--- config.mk ---
export PLATFORM = sky130hd
export DESIGN_NAME = octree_traverser_flat
export DESIGN_NICKNAME = d
export VERILOG_FILES = /design/src/rtl/octree_traverser_pkg.sv /design/src/rtl/octree_traverser_if.sv /design/src/rtl/octree_traverser_octant_index.sv /design/src/rtl/octree_traverser.sv /design/src/flat_wrapper.sv
export SDC_FILE = /design/constraint.sdc
export NUM_CORES = 1
export LEC_CHECK = 0
export BUFFER_PORTS_ARGS = -buffer_cell sky130_fd_sc_hd__buf_2
export CAP_MARGIN = 10
export CORE_UTILIZATION = 52
export CTS_CLUSTER_SIZE = 30
export DETAILED_ROUTE_END_ITERATION = 6
export HOLD_SLACK_MARGIN = 0.15
export PLACE_DENSITY = 0.8
export SYNTH_ARGS = -nofsm -noshare
export SYNTH_HDL_FRONTEND = slang
export SYNTH_SLANG_ARGS = --single-unit
--- constraint.sdc ---
create_clock -name clk -period 3.1 [get_ports clk]
set_input_delay 0.62 -clock clk [delete_from_list [all_inputs] [get_ports clk]]
set_output_delay 0.62 -clock clk [all_outputs]
set_load 0.005 [all_outputs]
--- src/rtl/octree_traverser_pkg.sv ---
// Shared types and constants for the octree traverser: FSM encoding,
// node-word field positions, error codes and the node-word decoder.
package octree_pkg;

  typedef logic [1:0] state_t;

  localparam state_t S_IDLE  = 2'd0;
  localparam state_t S_ISSUE = 2'd1;
  localparam state_t S_READ  = 2'd2;
  localparam state_t S_DONE  = 2'd3;

  localparam int LEAF_BIT  = 31;
  localparam int OCC_BIT   = 24;
  localparam int PAYLOAD_W = 24;

  localparam logic [1:0] ERR_OK    = 2'd0;
  localparam logic [1:0] ERR_DEPTH = 2'd1;
  localparam logic [1:0] ERR_RANGE = 2'd2;

  typedef struct packed {
    logic                 is_leaf;
    logic                 occupied;
    logic [PAYLOAD_W-1:0] field;
  } node_t;

  // field is the payload for a leaf and child_base for an internal node
  function automatic node_t decode_node(input logic [31:0] word);
    node_t n;
    n.is_leaf  = word[LEAF_BIT];
    n.occupied = word[OCC_BIT];
    n.field    = word[PAYLOAD_W-1:0];
    return n;
  endfunction

endpackage

--- src/rtl/octree_traverser_if.sv ---
// Query, ROM read-port and result signals of the octree traverser.
// The traverser uses the slave modport; its environment uses master.
interface octree_traverser_if #(
  parameter int ADDRESS_WIDTH = 32,
  parameter int DATA_WIDTH    = 32,
  parameter int COORD_WIDTH   = 8
);
  localparam int DEPTH_W = $clog2(COORD_WIDTH + 1);

  logic                     req_valid;
  logic                     req_ready;
  logic [COORD_WIDTH-1:0]   req_x;
  logic [COORD_WIDTH-1:0]   req_y;
  logic [COORD_WIDTH-1:0]   req_z;
  logic [ADDRESS_WIDTH-1:0] rom_addr;
  logic                     rom_ren;
  logic [DATA_WIDTH-1:0]    rom_data;
  logic                     res_valid;
  logic                     res_ready;
  logic [23:0]              res_payload;
  logic                     res_occupied;
  logic [DEPTH_W-1:0]       res_depth;
  logic [1:0]               res_error;

  modport slave (
    input  req_valid, req_x, req_y, req_z, rom_data, res_ready,
    output req_ready, rom_addr, rom_ren, res_valid, res_payload,
           res_occupied, res_depth, res_error
  );

  modport master (
    output req_valid, req_x, req_y, req_z, rom_data, res_ready,
    input  req_ready, rom_addr, rom_ren, res_valid, res_payload,
           res_occupied, res_depth, res_error
  );
endinterface

--- src/rtl/octree_traverser_octant_index.sv ---
// Selects the child octant {x[b], y[b], z[b]} for the current depth,
// where b = COORD_WIDTH-1-depth; yields 0 once depth runs past the coordinates.
module octant_index #(
  parameter int COORD_WIDTH = 8,
  parameter int DEPTH_W     = 4
) (
  input  logic [DEPTH_W-1:0]     i_depth,
  input  logic [COORD_WIDTH-1:0] i_x,
  input  logic [COORD_WIDTH-1:0] i_y,
  input  logic [COORD_WIDTH-1:0] i_z,
  output logic [2:0]             o_idx
);
  localparam int BIT_W = (COORD_WIDTH > 1) ? $clog2(COORD_WIDTH) : 1;

  logic             w_in_range;
  logic [BIT_W-1:0] w_bit;

  assign w_in_range = (i_depth < DEPTH_W'(COORD_WIDTH));
  assign w_bit      = BIT_W'(COORD_WIDTH - 1) - BIT_W'(i_depth);

  always_comb begin
    o_idx = 3'b000;
    if (w_in_range) begin
      o_idx = {i_x[w_bit], i_y[w_bit], i_z[w_bit]};
    end else begin
      o_idx = 3'b000;
    end
  end
endmodule

--- src/rtl/octree_traverser.sv ---
// Walks the octree in octant_rom one level per ROM read until a leaf, a depth
// overflow or an out-of-range child block stops the walk, then holds the result.
module octree_traverser
  import octree_pkg::*;
#(
  parameter int ADDRESS_WIDTH = 32,
  parameter int DATA_WIDTH    = 32,
  parameter int COORD_WIDTH   = 8,
  parameter int ROM_DEPTH     = 38,
  parameter int ROOT_ADDR     = 0
) (
  input logic               clk,
  input logic               rst,
  octree_traverser_if.slave bus
);
  localparam int DEPTH_W = $clog2(COORD_WIDTH + 1);

  state_t                   r_state;
  logic [ADDRESS_WIDTH-1:0] r_addr;
  logic [DEPTH_W-1:0]       r_depth;
  logic [COORD_WIDTH-1:0]   r_x;
  logic [COORD_WIDTH-1:0]   r_y;
  logic [COORD_WIDTH-1:0]   r_z;
  logic [PAYLOAD_W-1:0]     r_payload;
  logic                     r_occupied;
  logic [1:0]               r_error;

  node_t                    w_node;
  logic [2:0]               w_idx;
  logic [ADDRESS_WIDTH-1:0] w_base;
  logic [ADDRESS_WIDTH:0]   w_last_child;
  logic                     w_range_err;
  logic                     w_depth_max;
  logic [ADDRESS_WIDTH-1:0] w_child_addr;

  octant_index #(
    .COORD_WIDTH(COORD_WIDTH),
    .DEPTH_W    (DEPTH_W)
  ) u_octant_index (
    .i_depth(r_depth),
    .i_x    (r_x),
    .i_y    (r_y),
    .i_z    (r_z),
    .o_idx  (w_idx)
  );

  assign w_node       = decode_node(bus.rom_data[31:0]);
  assign w_base       = ADDRESS_WIDTH'(w_node.field);
  // one extra bit so child_base + 7 cannot wrap past the top of the address space
  assign w_last_child = {1'b0, w_base} + (ADDRESS_WIDTH + 1)'(7);
  assign w_range_err  = (w_last_child > (ADDRESS_WIDTH + 1)'(ROM_DEPTH - 1));
  assign w_depth_max  = (r_depth == DEPTH_W'(COORD_WIDTH));
  assign w_child_addr = w_base + ADDRESS_WIDTH'(w_idx);

  assign bus.req_ready    = (r_state == S_IDLE);
  assign bus.rom_ren      = (r_state == S_ISSUE);
  assign bus.rom_addr     = r_addr;
  assign bus.res_valid    = (r_state == S_DONE);
  assign bus.res_payload  = r_payload;
  assign bus.res_occupied = r_occupied;
  assign bus.res_depth    = r_depth;
  assign bus.res_error    = r_error;

  always_ff @(posedge clk or posedge rst) begin
    if (rst) begin
      r_state    <= S_IDLE;
      r_addr     <= {ADDRESS_WIDTH{1'b0}};
      r_depth    <= {DEPTH_W{1'b0}};
      r_x        <= {COORD_WIDTH{1'b0}};
      r_y        <= {COORD_WIDTH{1'b0}};
      r_z        <= {COORD_WIDTH{1'b0}};
      r_payload  <= {PAYLOAD_W{1'b0}};
      r_occupied <= 1'b0;
      r_error    <= ERR_OK;
    end else begin
      case (r_state)
        S_IDLE: begin
          if (bus.req_valid) begin
            r_x     <= bus.req_x;
            r_y     <= bus.req_y;
            r_z     <= bus.req_z;
            r_addr  <= ADDRESS_WIDTH'(ROOT_ADDR);
            r_depth <= {DEPTH_W{1'b0}};
            r_state <= S_ISSUE;
          end
        end
        S_ISSUE: r_state <= S_READ;
        S_READ: begin
          // depth overflow is checked before range so a too-deep node reports depth
          if (w_node.is_leaf) begin
            r_payload  <= w_node.field;
            r_occupied <= w_node.occupied;
            r_error    <= ERR_OK;
            r_state    <= S_DONE;
          end else if (w_depth_max) begin
            r_payload  <= {PAYLOAD_W{1'b0}};
            r_occupied <= 1'b0;
            r_error    <= ERR_DEPTH;
            r_state    <= S_DONE;
          end else if (w_range_err) begin
            r_payload  <= {PAYLOAD_W{1'b0}};
            r_occupied <= 1'b0;
            r_error    <= ERR_RANGE;
            r_state    <= S_DONE;
          end else begin
            r_addr  <= w_child_addr;
            r_depth <= r_depth + DEPTH_W'(1);
            r_state <= S_ISSUE;
          end
        end
        S_DONE: begin
          if (bus.res_ready) begin
            r_state <= S_IDLE;
          end
        end
        default: r_state <= S_IDLE;
      endcase
    end
  end
endmodule

--- src/flat_wrapper.sv ---
// flat-port wrapper written by rule: the top's interface ports become plain ports
module octree_traverser_flat import octree_pkg::*;
#(
  parameter int ADDRESS_WIDTH = 32,
  parameter int DATA_WIDTH    = 32,
  parameter int COORD_WIDTH   = 8,
  parameter int ROM_DEPTH     = 38,
  parameter int ROOT_ADDR     = 0
)
  (clk, rst, bus_req_valid, bus_req_x, bus_req_y, bus_req_z, bus_rom_data, bus_res_ready, bus_req_ready, bus_rom_addr, bus_rom_ren, bus_res_valid, bus_res_payload, bus_res_occupied, bus_res_depth, bus_res_error);
  octree_traverser_if #(.ADDRESS_WIDTH(ADDRESS_WIDTH), .DATA_WIDTH(DATA_WIDTH), .COORD_WIDTH(COORD_WIDTH)) bus_i ();
  input logic clk;
  input logic rst;
  input wire logic [$bits(bus_i.req_valid)-1:0] bus_req_valid;
  input wire logic [$bits(bus_i.req_x)-1:0] bus_req_x;
  input wire logic [$bits(bus_i.req_y)-1:0] bus_req_y;
  input wire logic [$bits(bus_i.req_z)-1:0] bus_req_z;
  input wire logic [$bits(bus_i.rom_data)-1:0] bus_rom_data;
  input wire logic [$bits(bus_i.res_ready)-1:0] bus_res_ready;
  output wire logic [$bits(bus_i.req_ready)-1:0] bus_req_ready;
  output wire logic [$bits(bus_i.rom_addr)-1:0] bus_rom_addr;
  output wire logic [$bits(bus_i.rom_ren)-1:0] bus_rom_ren;
  output wire logic [$bits(bus_i.res_valid)-1:0] bus_res_valid;
  output wire logic [$bits(bus_i.res_payload)-1:0] bus_res_payload;
  output wire logic [$bits(bus_i.res_occupied)-1:0] bus_res_occupied;
  output wire logic [$bits(bus_i.res_depth)-1:0] bus_res_depth;
  output wire logic [$bits(bus_i.res_error)-1:0] bus_res_error;
  assign bus_i.req_valid = bus_req_valid;
  assign bus_i.req_x = bus_req_x;
  assign bus_i.req_y = bus_req_y;
  assign bus_i.req_z = bus_req_z;
  assign bus_i.rom_data = bus_rom_data;
  assign bus_i.res_ready = bus_res_ready;
  assign bus_req_ready = bus_i.req_ready;
  assign bus_rom_addr = bus_i.rom_addr;
  assign bus_rom_ren = bus_i.rom_ren;
  assign bus_res_valid = bus_i.res_valid;
  assign bus_res_payload = bus_i.res_payload;
  assign bus_res_occupied = bus_i.res_occupied;
  assign bus_res_depth = bus_i.res_depth;
  assign bus_res_error = bus_i.res_error;
  octree_traverser #(.ADDRESS_WIDTH(ADDRESS_WIDTH), .DATA_WIDTH(DATA_WIDTH), .COORD_WIDTH(COORD_WIDTH), .ROM_DEPTH(ROM_DEPTH), .ROOT_ADDR(ROOT_ADDR)) u_core (.clk(clk), .rst(rst), .bus(bus_i));
endmodule
==> impl_results.md, run 1 <==
- Fin. max-slew vios: 0
- CP Capture Type: register
- Ys flop type: dfrtp_1
- Non-Filler Instances: 675
- Fin area: 0.005359 mm^2
- RSZ-0062 raised after global routing: no
- Io pins: 126
- Top post-synthesis cells by area: dfrtp_1 (49%), nand2_1 (8.9%), a22o_1 (5.4%)
- CP startpoint: bus_rom_data[1]
- Syn Inst Count: 425
- Max clock buf depth: 2
- Worst Hold Class: primary input to asynchronous set/reset pin
- Clk_lat worst skew: 0.36 ns
- GPL Wtd Cong: 0.9205
- FF-to-FF Start: u_core.bus.res_depth[0]
- NetSw: 0.001219 W
- Cell Area, Synth: 0.004222 mm^2
- Endpoints failing setup: 0
- Register area: 0.002052 mm^2
- Sequential share of the synthesized area: 48.61%
- Multi-input logic area: 0.002006 mm^2
- Clock transition at path regs: 0.10 ns
- Cells on worst reg2reg path: 10
- Tot GR Track Use: 24.66%
- Worst-Margin Slew: 0.8753 ns
- Placed Cells incl. Taps: 659
- Routed WL: 10,080 um
- Crit path kind: primary input to register
- Achievable frequency: 0.3338 GHz
- Clock Skews: 0.01188 ns
- Final Cycle Share: 96.63%
- Post-CTS Hold Buffers: 0
- Final hold violation count: 0
- Initial DRC count: 206
- Post-detailed-route count of antenna-violating nets: 0
- Clock sinks: 82
- First drt pass iteration count: 5
- Dominant cell type by area after synthesis: dfrtp_1
- Synth-to-Final Area Change: 26.94%
- Row cnt: 32
- Pwr dens: 663.5 mW/mm^2
- Status: finished clean
- Initial core utilization: 54.07%
- Height of the die: 92.10 um
- Switching portion of total power: 34.29%
- Fin Hold WS: 0.3834 ns
- Port bufs: 112
- Reg-to-reg setup timing slack: 0.29 ns
- Slowest library cell on the worst path: or4_4
- # DRC: 0
- Sequence of cells on the critical path: buf_2 > inv_1 > ha_2 > nor2b_2 > buf_4 > nor3_2 > nor3b_2 > o2111ai_1 > or4_4 > buf_4 > o31ai_4 > buf_12 > a21boi_1
- Antenna violations before repair: 0
- H-tree Lvls: 3
- Post-synth top cells: nand2_1 (100), dfrtp_1 (82), a22o_1 (26), a21boi_1 (18), clkbuf_1 (18)
- Pint: 0.002336 W
- Dpl cell area: 0.005142 mm^2
- DP Wirelength: 7144 um
- Max incr delay on CP: 0.58 ns
- Critical Path Start Type: primary input
- Vias: 3,759
- Comb power frac: 33.8%
- Worst EP arrival: 3.20 ns
- Clock power frac: 22.4%
- Max-cap violations: 0
- Yosys top cell area share: 48.61%
- Synth cell types: 57
- EDFF count, synth: 0
- Fillcell total: 621
- Worst IR Drop VDD: 0.0003442 V
- Yosys warns: 0
- CTS root buf: clkbuf_8
- Avg WL per Cell: 14.94 um
- Cell family with the largest share of critical-path delay: simple AND/OR/NAND/NOR gates
- Vias per inst: 5.569
- Avg Synthesized Cell Area: 9.933 um^2
- Pleak: 2.788 nW
- Post-synth ARST share: 100.0%
- Pin count of the biggest net entering global routing: 50
- First-pass GRT wire length: 16,550 um
- Final nets: 635
- Slew margin rel.: 41.48%
- CTS Buf Count: 9
- Core ar.: 0.007807 mm^2
- GRT overflow: 0
- Top-count cell post-synth: nand2_1
- Tmin final: 2.996 ns
- Worst R2R End: u_core.bus.rom_addr[4]
- Vias in the first global route: 3,526
- Required time worst endpoint: 3.30 ns
- # diodes: 0
- Most Frequent Cell on Critical Path: buf_4
- Die area: 0.008482 mm^2
- Width of the chip: 92.10 um
- Sequential Power Share: 43.9%
- Layout cells sized above 1: 34.03%
- Number of synthesized register bits: 82
- TritonCTS clock tree: built
- Crit Path Max Fanout: 18
- Crit path buffers/inverters: 5
## flip-flops by register name (all words and copies together) (netlist names)
register and cells:
u_core.bus.rom_addr 25, u_core.r_z 8, u_core.bus.res_payload 24, u_core.bus.res_occupied 1, u_core.bus.res_depth 4, u_core.r_state 2, u_core.bus.res_error 2, u_core.r_x 8
u_core.r_y 8
## how the worst max path moves through the flow
stage	to	cells after the start	slack, ns
after detailed placement	u_core.bus.rom_addr[9]	12	-0.37
after CTS	u_core.bus.rom_addr[18]	11	0.03
after global routing	u_core.bus.rom_addr[20]	13	0.008
after global placement	u_core.bus.rom_addr[8]	12	-0.23
final	u_core.bus.rom_addr[18]	13	0.10
after floorplan	u_core.bus.res_payload[4]	12	0.008
## worst register-to-register path, stage by stage, from the launching register on
cell	delay (ns)
dfrtp_1	0.61
mux4_2	0.56
mux2i_1	0.22
nor2_1	0.08
ha_1	0.21
fa_1	0.42
a21o_1	0.19
nand2_1	0.08
xnor2_1	0.07
a32oi_1	0.18
o21ai_1	0.08
## power by group through the flow
stage / sequential, W / clock, W / combinational (W)
floorplan: 0.00156 / 0 / 0.000771
global placement: 0.00156 / 0 / 0.00117
detailed placement: 0.00158 / 0 / 0.00120
CTS: 0.00156 / 0.000817 / 0.00121
global route: 0.00160 / 0.000847 / 0.00135
finish: 0.00156 / 0.000795 / 0.00120
## cells by family after synthesis
kind of cell,synth area share (%)
XOR/XNOR,1.660
AND/OR/NAND/NOR,20.33
flip-flops,48.61
AO/OA/AOI/OAI,17.19
buffers and inverters,4.979
adder cells (fa/ha/maj),2.252
multiplexers,4.890
other,0.08883
## cell type report
class,instances,area share (%)
clock buffers,9,2.311
clock inverters,7,1.424
inverters,9,0.6537
multi-input cells,307,37.43
flip-flops and latches,82,38.29
well taps,102,2.382
repair buffers,159,17.51
## per-stage QoR
stage | setup slack (ns) | setup TNS [ns] | total power, W | util [%]
floorplan | 0.008351 | 0 | 0.002334 | -
global placement | -0.2259 | -10.09 | 0.002738 | 65.87
detailed placement | -0.3709 | -17.00 | 0.002779 | 65.87
CTS | 0.03403 | 0 | 0.003589 | 68.46
global route | 0.008372 | 0 | 0.003797 | 68.64
finish | 0.1044 | 0 | 0.003556 | 68.64
## placed cells by master, fill, tap and decap left out, types with 4 or more instances in the layout
cell,count
mux4_2,6
conb_1,7
and3_1,4
nand2_1,100
nor2b_1,4
nor3_1,8
nor4_1,6
a32oi_1,8
a21oi_1,6
o21ai_1,9
clkbuf_8,9
nand3_1,9
dfrtp_1,82
a22o_1,26
a21boi_1,18
ha_1,5
mux2i_1,6
buf_4,45
xnor2_1,5
o21ai_0,5
nor2_1,17
buf_2,112
inv_1,8
## metal layers
| metal | vias to the layer above | part of all wire [%] | global-route usage, % |
|---|---|---|---|
| met5 | - | 0 | 0 |
| met4 | 0 | 2.3 | 10.29 |
| met3 | 21 | 6.4 | 4.395 |
| met2 | 152 | 47 | 39.61 |
| met1 | 1798 | 45 | 32.97 |
| li1 | 1788 | - | - |
## what timing repair did
action / CTS / global route
setup buffers: 0 / 0
resized for setup: 1 / 3
endpoints found under the hold margin: 0 / 0
setup endpoints to repair: 12 / 52
(Power assumes the default switching activity.)
==> run 2, diff against run 1 <==
--- a/config.mk
+++ b/config.mk
@@ -5,13 +5,13 @@
 export SDC_FILE = /design/constraint.sdc
 export NUM_CORES = 1
 export LEC_CHECK = 0
-export BUFFER_PORTS_ARGS = -buffer_cell sky130_fd_sc_hd__buf_2
 export CAP_MARGIN = 10
-export CORE_UTILIZATION = 52
+export CORE_UTILIZATION = 63
 export CTS_CLUSTER_SIZE = 30
 export DETAILED_ROUTE_END_ITERATION = 6
+export DONT_BUFFER_PORTS = 1
 export HOLD_SLACK_MARGIN = 0.15
-export PLACE_DENSITY = 0.8
+export PLACE_DENSITY = 0.79
 export SYNTH_ARGS = -nofsm -noshare
 export SYNTH_HDL_FRONTEND = slang
 export SYNTH_SLANG_ARGS = --single-unit
==> run 2 against run 1 <==
The run now ends with design-rule violations left. Die area shrank 17%. Worst hold slack lost 0.052 ns. Global-route usage grew 3.3 points. Critical path type unchanged. Largest power group unchanged.
==> impl_results.md, run 2 (same netlist as run 1, synthesis figures left out) <==
- Tot GR Track Use: 27.92% (was 24.66%)
- Clock Skews: 0.007958 ns (was 0.01188 ns)
- Core ar.: 0.006422 mm^2 (was 0.007807 mm^2)
- Final hold violation count: 0 (unchanged)
- Die area: 0.007033 mm^2 (was 0.008482 mm^2)
- Clock transition at path regs: 0.09 ns (was 0.10 ns)
- Design Power: 0.003369 W (was 0.003556 W)
- Worst R2R End: u_core.bus.rom_addr[4] (unchanged)
- # DRC: 22 (was 0)
- # diodes: 0 (unchanged)
- Commonest non-fill, non-tap cell in the layout: nand2_1 (was buf_2)
- Vias in the first global route: 3,161 (was 3,526)
- Fin Hold WS: 0.3315 ns (was 0.3834 ns)
- Avg WL per Cell: 17.99 um (was 14.94 um)
- TritonCTS clock tree: built (unchanged)
- GPL Wtd Cong: 0.8725 (was 0.9205)
- Layout cells sized above 1: 12.76% (was 34.03%)
- FF-to-FF Start: u_core.bus.res_depth[0] (unchanged)
- Critical Path Start Type: primary input (unchanged)
- Port bufs: 0 (was 112)
- Min-delay src: bus_res_ready
- Pleak: 2.166 nW (was 2.788 nW)
- Hold worst-path end: u_core.r_state[0]
- Failing checks: design-rule violations
- Slew margin rel.: 49.24% (was 41.48%)
- CP Capture Type: register (unchanged)
- Status: finished with violations (was finished clean)
- Synth-to-Final Area Change: 8.921% (was 26.94%)
- Crit Path Max Fanout: 18 (unchanged)
- Clk_lat worst skew: 0.36 ns (about the same)
- Cells on worst reg2reg path: 10 (unchanged)
- RSZ-0062 raised after global routing: no (unchanged)
- Post-cts resize count: 0 (was 1)
- Clock sinks: 82 (unchanged)
- Worst-Margin Slew: 0.7614 ns (was 0.8753 ns)
- Max clock buf depth: 2 (unchanged)
- WHS Path Cells: 1
- Postcts setup bufs: 0 (unchanged)
- Reg-to-reg setup timing slack: 0.34 ns (was 0.29 ns)
- Pwr dens: 732.6 mW/mm^2 (was 663.5 mW/mm^2)
- Fin. max-slew vios: 0 (unchanged)
- Achievable frequency: 0.3431 GHz (was 0.3338 GHz)
- Post-detailed-route count of antenna-violating nets: 0 (unchanged)
- Worst EP arrival: 3.13 ns (was 3.20 ns)
- Initial core utilization: 65.73% (was 54.07%)
- Worst IR Drop VDD: 0.0004186 V (was 0.0003442 V)
- Multi-input logic area: 0.001989 mm^2 (was 0.002006 mm^2)
- Row cnt: 29 (was 32)
- Register area: 0.002052 mm^2 (unchanged)
- Max-cap violations: 0 (unchanged)
- Fillcell total: 488 (was 621)
- Commonest cells after routing, fill and taps aside: nand2_1 (100), dfrtp_1 (82), a22o_1 (26) (was buf_2 (112), nand2_1 (100), dfrtp_1 (82))
- H-tree Lvls: 3 (unchanged)
- Final nets: 501 (was 635)
- Tmin final: 2.915 ns (was 2.996 ns)
- CTS root buf: clkbuf_8 (unchanged)
- Vias: 3,241 (was 3,759)
- Crit path kind: primary input to register (unchanged)
- Pin count of the biggest net entering global routing: 41 (was 50)
- Initial DRC count: 193 (was 206)
- Max FFs per register: 25 (unchanged)
- GRT overflow: 0 (unchanged)
- Antenna violations before repair: 0 (unchanged)
- Endpoints failing setup: 0 (unchanged)
- Required time worst endpoint: 3.31 ns (was 3.30 ns)
- First-pass GRT wire length: 15,280 um (was 16,550 um)
- Routed WL: 9283 um (was 10,080 um)
- CTS Buf Count: 9 (unchanged)
- Final setup TNS: 0 ns (unchanged)
- Vias per inst: 6.281 (was 5.569)
- Io pins: 126 (unchanged)
- Worst Hold Class: primary input to register (was primary input to asynchronous set/reset pin)
- DP Wirelength: 6536 um (was 7144 um)
- Height of the die: 83.86 um (was 92.10 um)
- Core Util, Final: 71.60% (was 68.64%)
- First drt pass iteration count: 7 (was 5)
- Width of the chip: 83.86 um (was 92.10 um)
- Final Cycle Share: 94.02% (was 96.63%)
[run 2: through the flow]
stage               worst slack [ns]  area [um^2]  instances
floorplan                   0.008351         4270        431
global placement            -0.06131         4378        499
detailed placement           -0.1683         4378        499
CTS                           0.2145         4598        516
global route                 0.04544         4598        516
finish                        0.1855         4598        516
[run 2: power breakdown]
part           total (W)  internal, W  switching [W]
logic           0.000939     0.000421       0.000517
registers        0.00161      0.00139       0.000223
clock network   0.000819     0.000402       0.000417
[run 2: area by class of cell]
cell class	count	share of cell area, %
tap	77	2.095
clock inverter	6	1.578
sequential	82	44.63
timing repair buffer	25	4.680
inverter	9	0.7619
multi-input combinational	307	43.27
clock buffer	10	2.993
[run 2: worst max path at each step]
stage / end / cells past startpoint / from
floorplan: u_core.bus.res_payload[4] / 12 / bus_rom_data[0]
global placement: u_core.bus.rom_addr[17] / 13 / bus_rom_data[0]
detailed placement: u_core.bus.rom_addr[13] / 12 / bus_rom_data[0]
CTS: u_core.bus.res_depth[0] / 13 / bus_rom_data[0]
global route: u_core.bus.res_depth[0] / 12 / bus_rom_data[0]
finish: u_core.bus.rom_addr[13] / 13 / bus_rom_data[0]
[run 2: timing repair]
| item | in CTS | in global routing |
|---|---|---|
| hold buffers | 1 | 0 |
| hold endpoints to repair | 9 | 0 |
| setup endpoints to repair | 0 | 0 |
[run 2: metal layers]
metal  up-vias  wire length [um]  global-route usage [%]
li1       1528                 -                       -
met1      1577              3942                   33.80
met2       119              4522                   46.13
met3        17               627                   8.902
met4         0               189                   11.76
met5         -                 0                       0
[run 2: critical path, stage by stage]
cell       delay [ns]
inv_1            0.06
ha_2             0.18
nor2b_1          0.36
buf_4            0.21
nor3_2           0.05
buf_4            0.14
nand4_1          0.07
o2111ai_1        0.12
or4_1            0.63
buf_4            0.21
o31ai_4          0.21
buf_12           0.18
a21boi_1         0.08
==> run 3, diff against run 2 <==
--- a/config.mk
+++ b/config.mk
@@ -6,12 +6,14 @@
 export NUM_CORES = 1
 export LEC_CHECK = 0
 export CAP_MARGIN = 10
+export CORE_ASPECT_RATIO = 0.8
 export CORE_UTILIZATION = 63
 export CTS_CLUSTER_SIZE = 30
 export DETAILED_ROUTE_END_ITERATION = 6
 export DONT_BUFFER_PORTS = 1
 export HOLD_SLACK_MARGIN = 0.15
 export PLACE_DENSITY = 0.79
+export RECOVER_POWER = 100
 export SYNTH_ARGS = -nofsm -noshare
 export SYNTH_HDL_FRONTEND = slang
 export SYNTH_SLANG_ARGS = --single-unit
==> run 3 against run 2 <==
The flow now finishes without violations. Maximum frequency is 0.57% lower. Via count is 1.7% higher. Highest routed layer unchanged. Setup slack worse by 0.017 ns.
==> impl_results.md, run 3 (same netlist as run 1, synthesis figures left out) <==
- Status: finished clean (was finished with violations)
- Crit path kind: primary input to register (unchanged)
- Cells on worst reg2reg path: 10 (unchanged)
- Placed Cells incl. Taps: 510 (was 499)
- Non-Filler Instances: 527 (was 516)
- Sequence of cells on the critical path: inv_1 > ha_1 > nor2b_1 > clkbuf_1 > nor3_2 > clkbuf_1 > and4_1 > nor4_1 > nand4b_1 > clkbuf_2 > o31ai_2 > buf_12 > a21boi_0 (was inv_1 > ha_2 > nor2b_1 > buf_4 > nor3_2 > buf_4 > nand4_1 > o2111ai_1 > or4_1 > buf_4 > o31ai_4 > buf_12 > a21boi_1)
- Antenna violations before repair: 0 (unchanged)
- Core Util, Final: 71.06% (was 71.60%)
- Max clock buf depth: 2 (unchanged)
- Core ar.: 0.006441 mm^2 (was 0.006422 mm^2)
- Postcts setup bufs: 0 (unchanged)
- Max-cap violations: 0 (unchanged)
- Post-CTS Hold Buffers: 1 (unchanged)
- Vias: 3,296 (was 3,241)
- Reg-to-reg setup timing slack: 0.47 ns (was 0.34 ns)
- Worst-Margin Slew: 1.226 ns (was 0.7614 ns)
- Final nets: 505 (was 501)
- Port bufs: 0 (unchanged)
- Post-detailed-route count of antenna-violating nets: 0 (unchanged)
- Final hold violation count: 0 (unchanged)
- TritonCTS clock tree: built (unchanged)
- Pre-CTS WS: -0.1450 ns (was -0.1683 ns)
- GPL Wtd Cong: 0.8941 (was 0.8725)
- Routed WL: 9377 um (was 9283 um)
- Worst IR Drop VDD: 0.0004211 V (was 0.0004186 V)
- Hold worst-path end: u_core.r_state[0] (unchanged)
- # diodes: 0 (unchanged)
- Post-cts resize count: 0 (unchanged)
- Max FFs per register: 25 (unchanged)
- Critical Path Start Type: primary input (unchanged)
- Pwr dens: 711.9 mW/mm^2 (was 732.6 mW/mm^2)
- Tot GR Track Use: 28.03% (was 27.92%)
- Commonest non-fill, non-tap cell in the layout: nand2_1 (unchanged)
- Height of the die: 75.22 um (was 83.86 um)
- H-tree Lvls: 3 (unchanged)
- Final setup TNS: 0 ns (unchanged)
- Vias per inst: 6.254 (was 6.281)
- DP Wirelength: 6556 um (was 6536 um)
- Vias in the first global route: 3,052 (was 3,161)
- Initial DRC count: 159 (was 193)
- Slew margin rel.: 17.81% (was 49.24%)
- Pleak: 2.142 nW (was 2.166 nW)
- Final Cycle Share: 94.56% (was 94.02%)
- FF-to-FF Start: u_core.bus.res_depth[1] (was u_core.bus.res_depth[0])
- Pint: 0.002117 W (was 0.002212 W)
- Worst Hold Class: primary input to register (unchanged)
- Sequential Power Share: 49.5% (was 47.8%)
- Clock Skews: 0.005756 ns (was 0.007958 ns)
- Endpoints failing setup: 0 (unchanged)
- Comb power frac: 28.2% (was 27.9%)
- Row cnt: 26 (was 29)
- # DRC: 0 (was 22)
- Clock power frac: 22.3% (was 24.3%)
- Width of the chip: 93.52 um (was 83.86 um)
- Synth-to-Final Area Change: 8.417% (was 8.921%)
- Achievable frequency: 0.3412 GHz (was 0.3431 GHz)
- Fin. max-slew vios: 0 (unchanged)
- Required time worst endpoint: 3.32 ns (was 3.31 ns)
- First-pass GRT wire length: 14,790 um (was 15,280 um)
- Final setup margin: 0.1688 ns (was 0.1855 ns)
- Clock sinks: 82 (unchanged)
- Max incr delay on CP: 0.39 ns (was 0.63 ns)
- Most Frequent Cell on Critical Path: clkbuf_1 (was buf_4)
- NetSw: 0.001141 W (was 0.001157 W)
- Crit Path Max Fanout: 18 (unchanged)
- Worst EP arrival: 3.15 ns (was 3.13 ns)
- WHS Path Cells: 1 (unchanged)
- Worst R2R End: u_core.bus.rom_addr[4] (unchanged)
- Layout cells sized above 1: 12.64% (was 12.76%)
- Clk_lat worst skew: 0.37 ns (was 0.36 ns)
- Pin count of the biggest net entering global routing: 38 (was 41)
- CTS root buf: clkbuf_8 (unchanged)
- Die area: 0.007034 mm^2 (was 0.007033 mm^2)
- Fillcell total: 496 (was 488)
- Crit path buffers/inverters: 5 (unchanged)
- Commonest cells after routing, fill and taps aside: nand2_1 (100), dfrtp_1 (82), a22o_1 (26) (unchanged)
- Clock transition at path regs: 0.08 ns (was 0.09 ns)
- RSZ-0062 raised after global routing: no (unchanged)
- CTS Buf Count: 9 (unchanged)
- First drt pass iteration count: 4 (was 7)
- Avg WL per Cell: 17.79 um (was 17.99 um)
- Switching portion of total power: 35.02% (was 34.35%)
- GRT overflow: 0 (unchanged)
- Tmin final: 2.931 ns (was 2.915 ns)
- Initial core utilization: 65.54% (was 65.73%)
- Min-delay src: bus_res_ready (unchanged)
- Io pins: 126 (unchanged)
- CP Capture Type: register (unchanged)
- Slowest library cell on the worst path: nor2b_1 (was or4_1)
- Cell family with the largest share of critical-path delay: simple AND/OR/NAND/NOR gates (unchanged)
==> run 3: cell count changes in the layout (fill, tap and decap cells not counted), moves of 3 or more <==
| cell | previous run | this run |
|---|---|---|
| a21boi_0 | 0 | 9 |
| o21ai_1 | 9 | 5 |
| clkbuf_2 | 0 | 5 |
| o21ai_0 | 5 | 9 |
| a21boi_1 | 18 | 9 |
| buf_4 | 22 | 19 |
==> run 3: worst max path at each step <==
stage / start / end / slack [ns] / depth (start not counted)
6_report: bus_rom_data[0] / u_core.bus.rom_addr[14] / 0.17 / 13
5_1_grt: bus_rom_data[0] / u_core.bus.rom_addr[13] / 0.01 / 13
4_1_cts: bus_rom_data[2] / u_core.bus.res_payload[10] / 0.24 / 9
3_5_place_dp: bus_rom_data[0] / u_core.bus.res_payload[0] / -0.14 / 12
3_3_place_gp: bus_rom_data[0] / u_core.bus.res_payload[6] / -0.04 / 12
2_1_floorplan: bus_rom_data[0] / u_core.bus.res_payload[4] / 0.008 / 12
==> run 3: per-layer routing <==
metal | up-vias | part of all wire [%] | track usage, %
li1 | 1522 | - | -
met1 | 1630 | 43 | 36.74
met2 | 132 | 46 | 43.71
met3 | 12 | 9.0 | 10.00
met4 | 0 | 1.5 | 10.09
met5 | - | 0 | 0
==> run 3: layout make-up <==
type / instances / area, um^2 / area share (%)
Tap cell: 84 / 105.1 / 2.296
Clock buffer: 10 / 137.6 / 3.007
Inverter: 9 / 35.03 / 0.7654
Sequential cell: 82 / 2052 / 44.83
Clock inverter: 6 / 48.80 / 1.066
Timing Repair Buffer: 29 / 225.2 / 4.921
Multi-Input combinational cell: 307 / 1973 / 43.11
==> run 3: power groups by stage <==
stage	logic [W]	registers [W]	clock network, W
final	0.000919	0.00161	0.000728
after global routing	0.00103	0.00165	0.000785
after CTS	0.000938	0.00161	0.000738
after detailed placement	0.000930	0.00163	0
after global placement	0.000885	0.00161	0
after floorplan	0.000771	0.00156	0
==> run 3: stage by stage <==
stage / total power [W] / instance area (um^2) / hold slack [ns]
4_1_cts: 0.003287 / 4613 / 0.3258
3_3_place_gp: 0.002497 / 4417 / 0.4546
5_1_grt: 0.003467 / 4577 / 0.3116
6_report: 0.003258 / 4577 / 0.3345
3_5_place_dp: 0.002555 / 4417 / 0.4620
2_1_floorplan: 0.002334 / 4270 / 0.4403
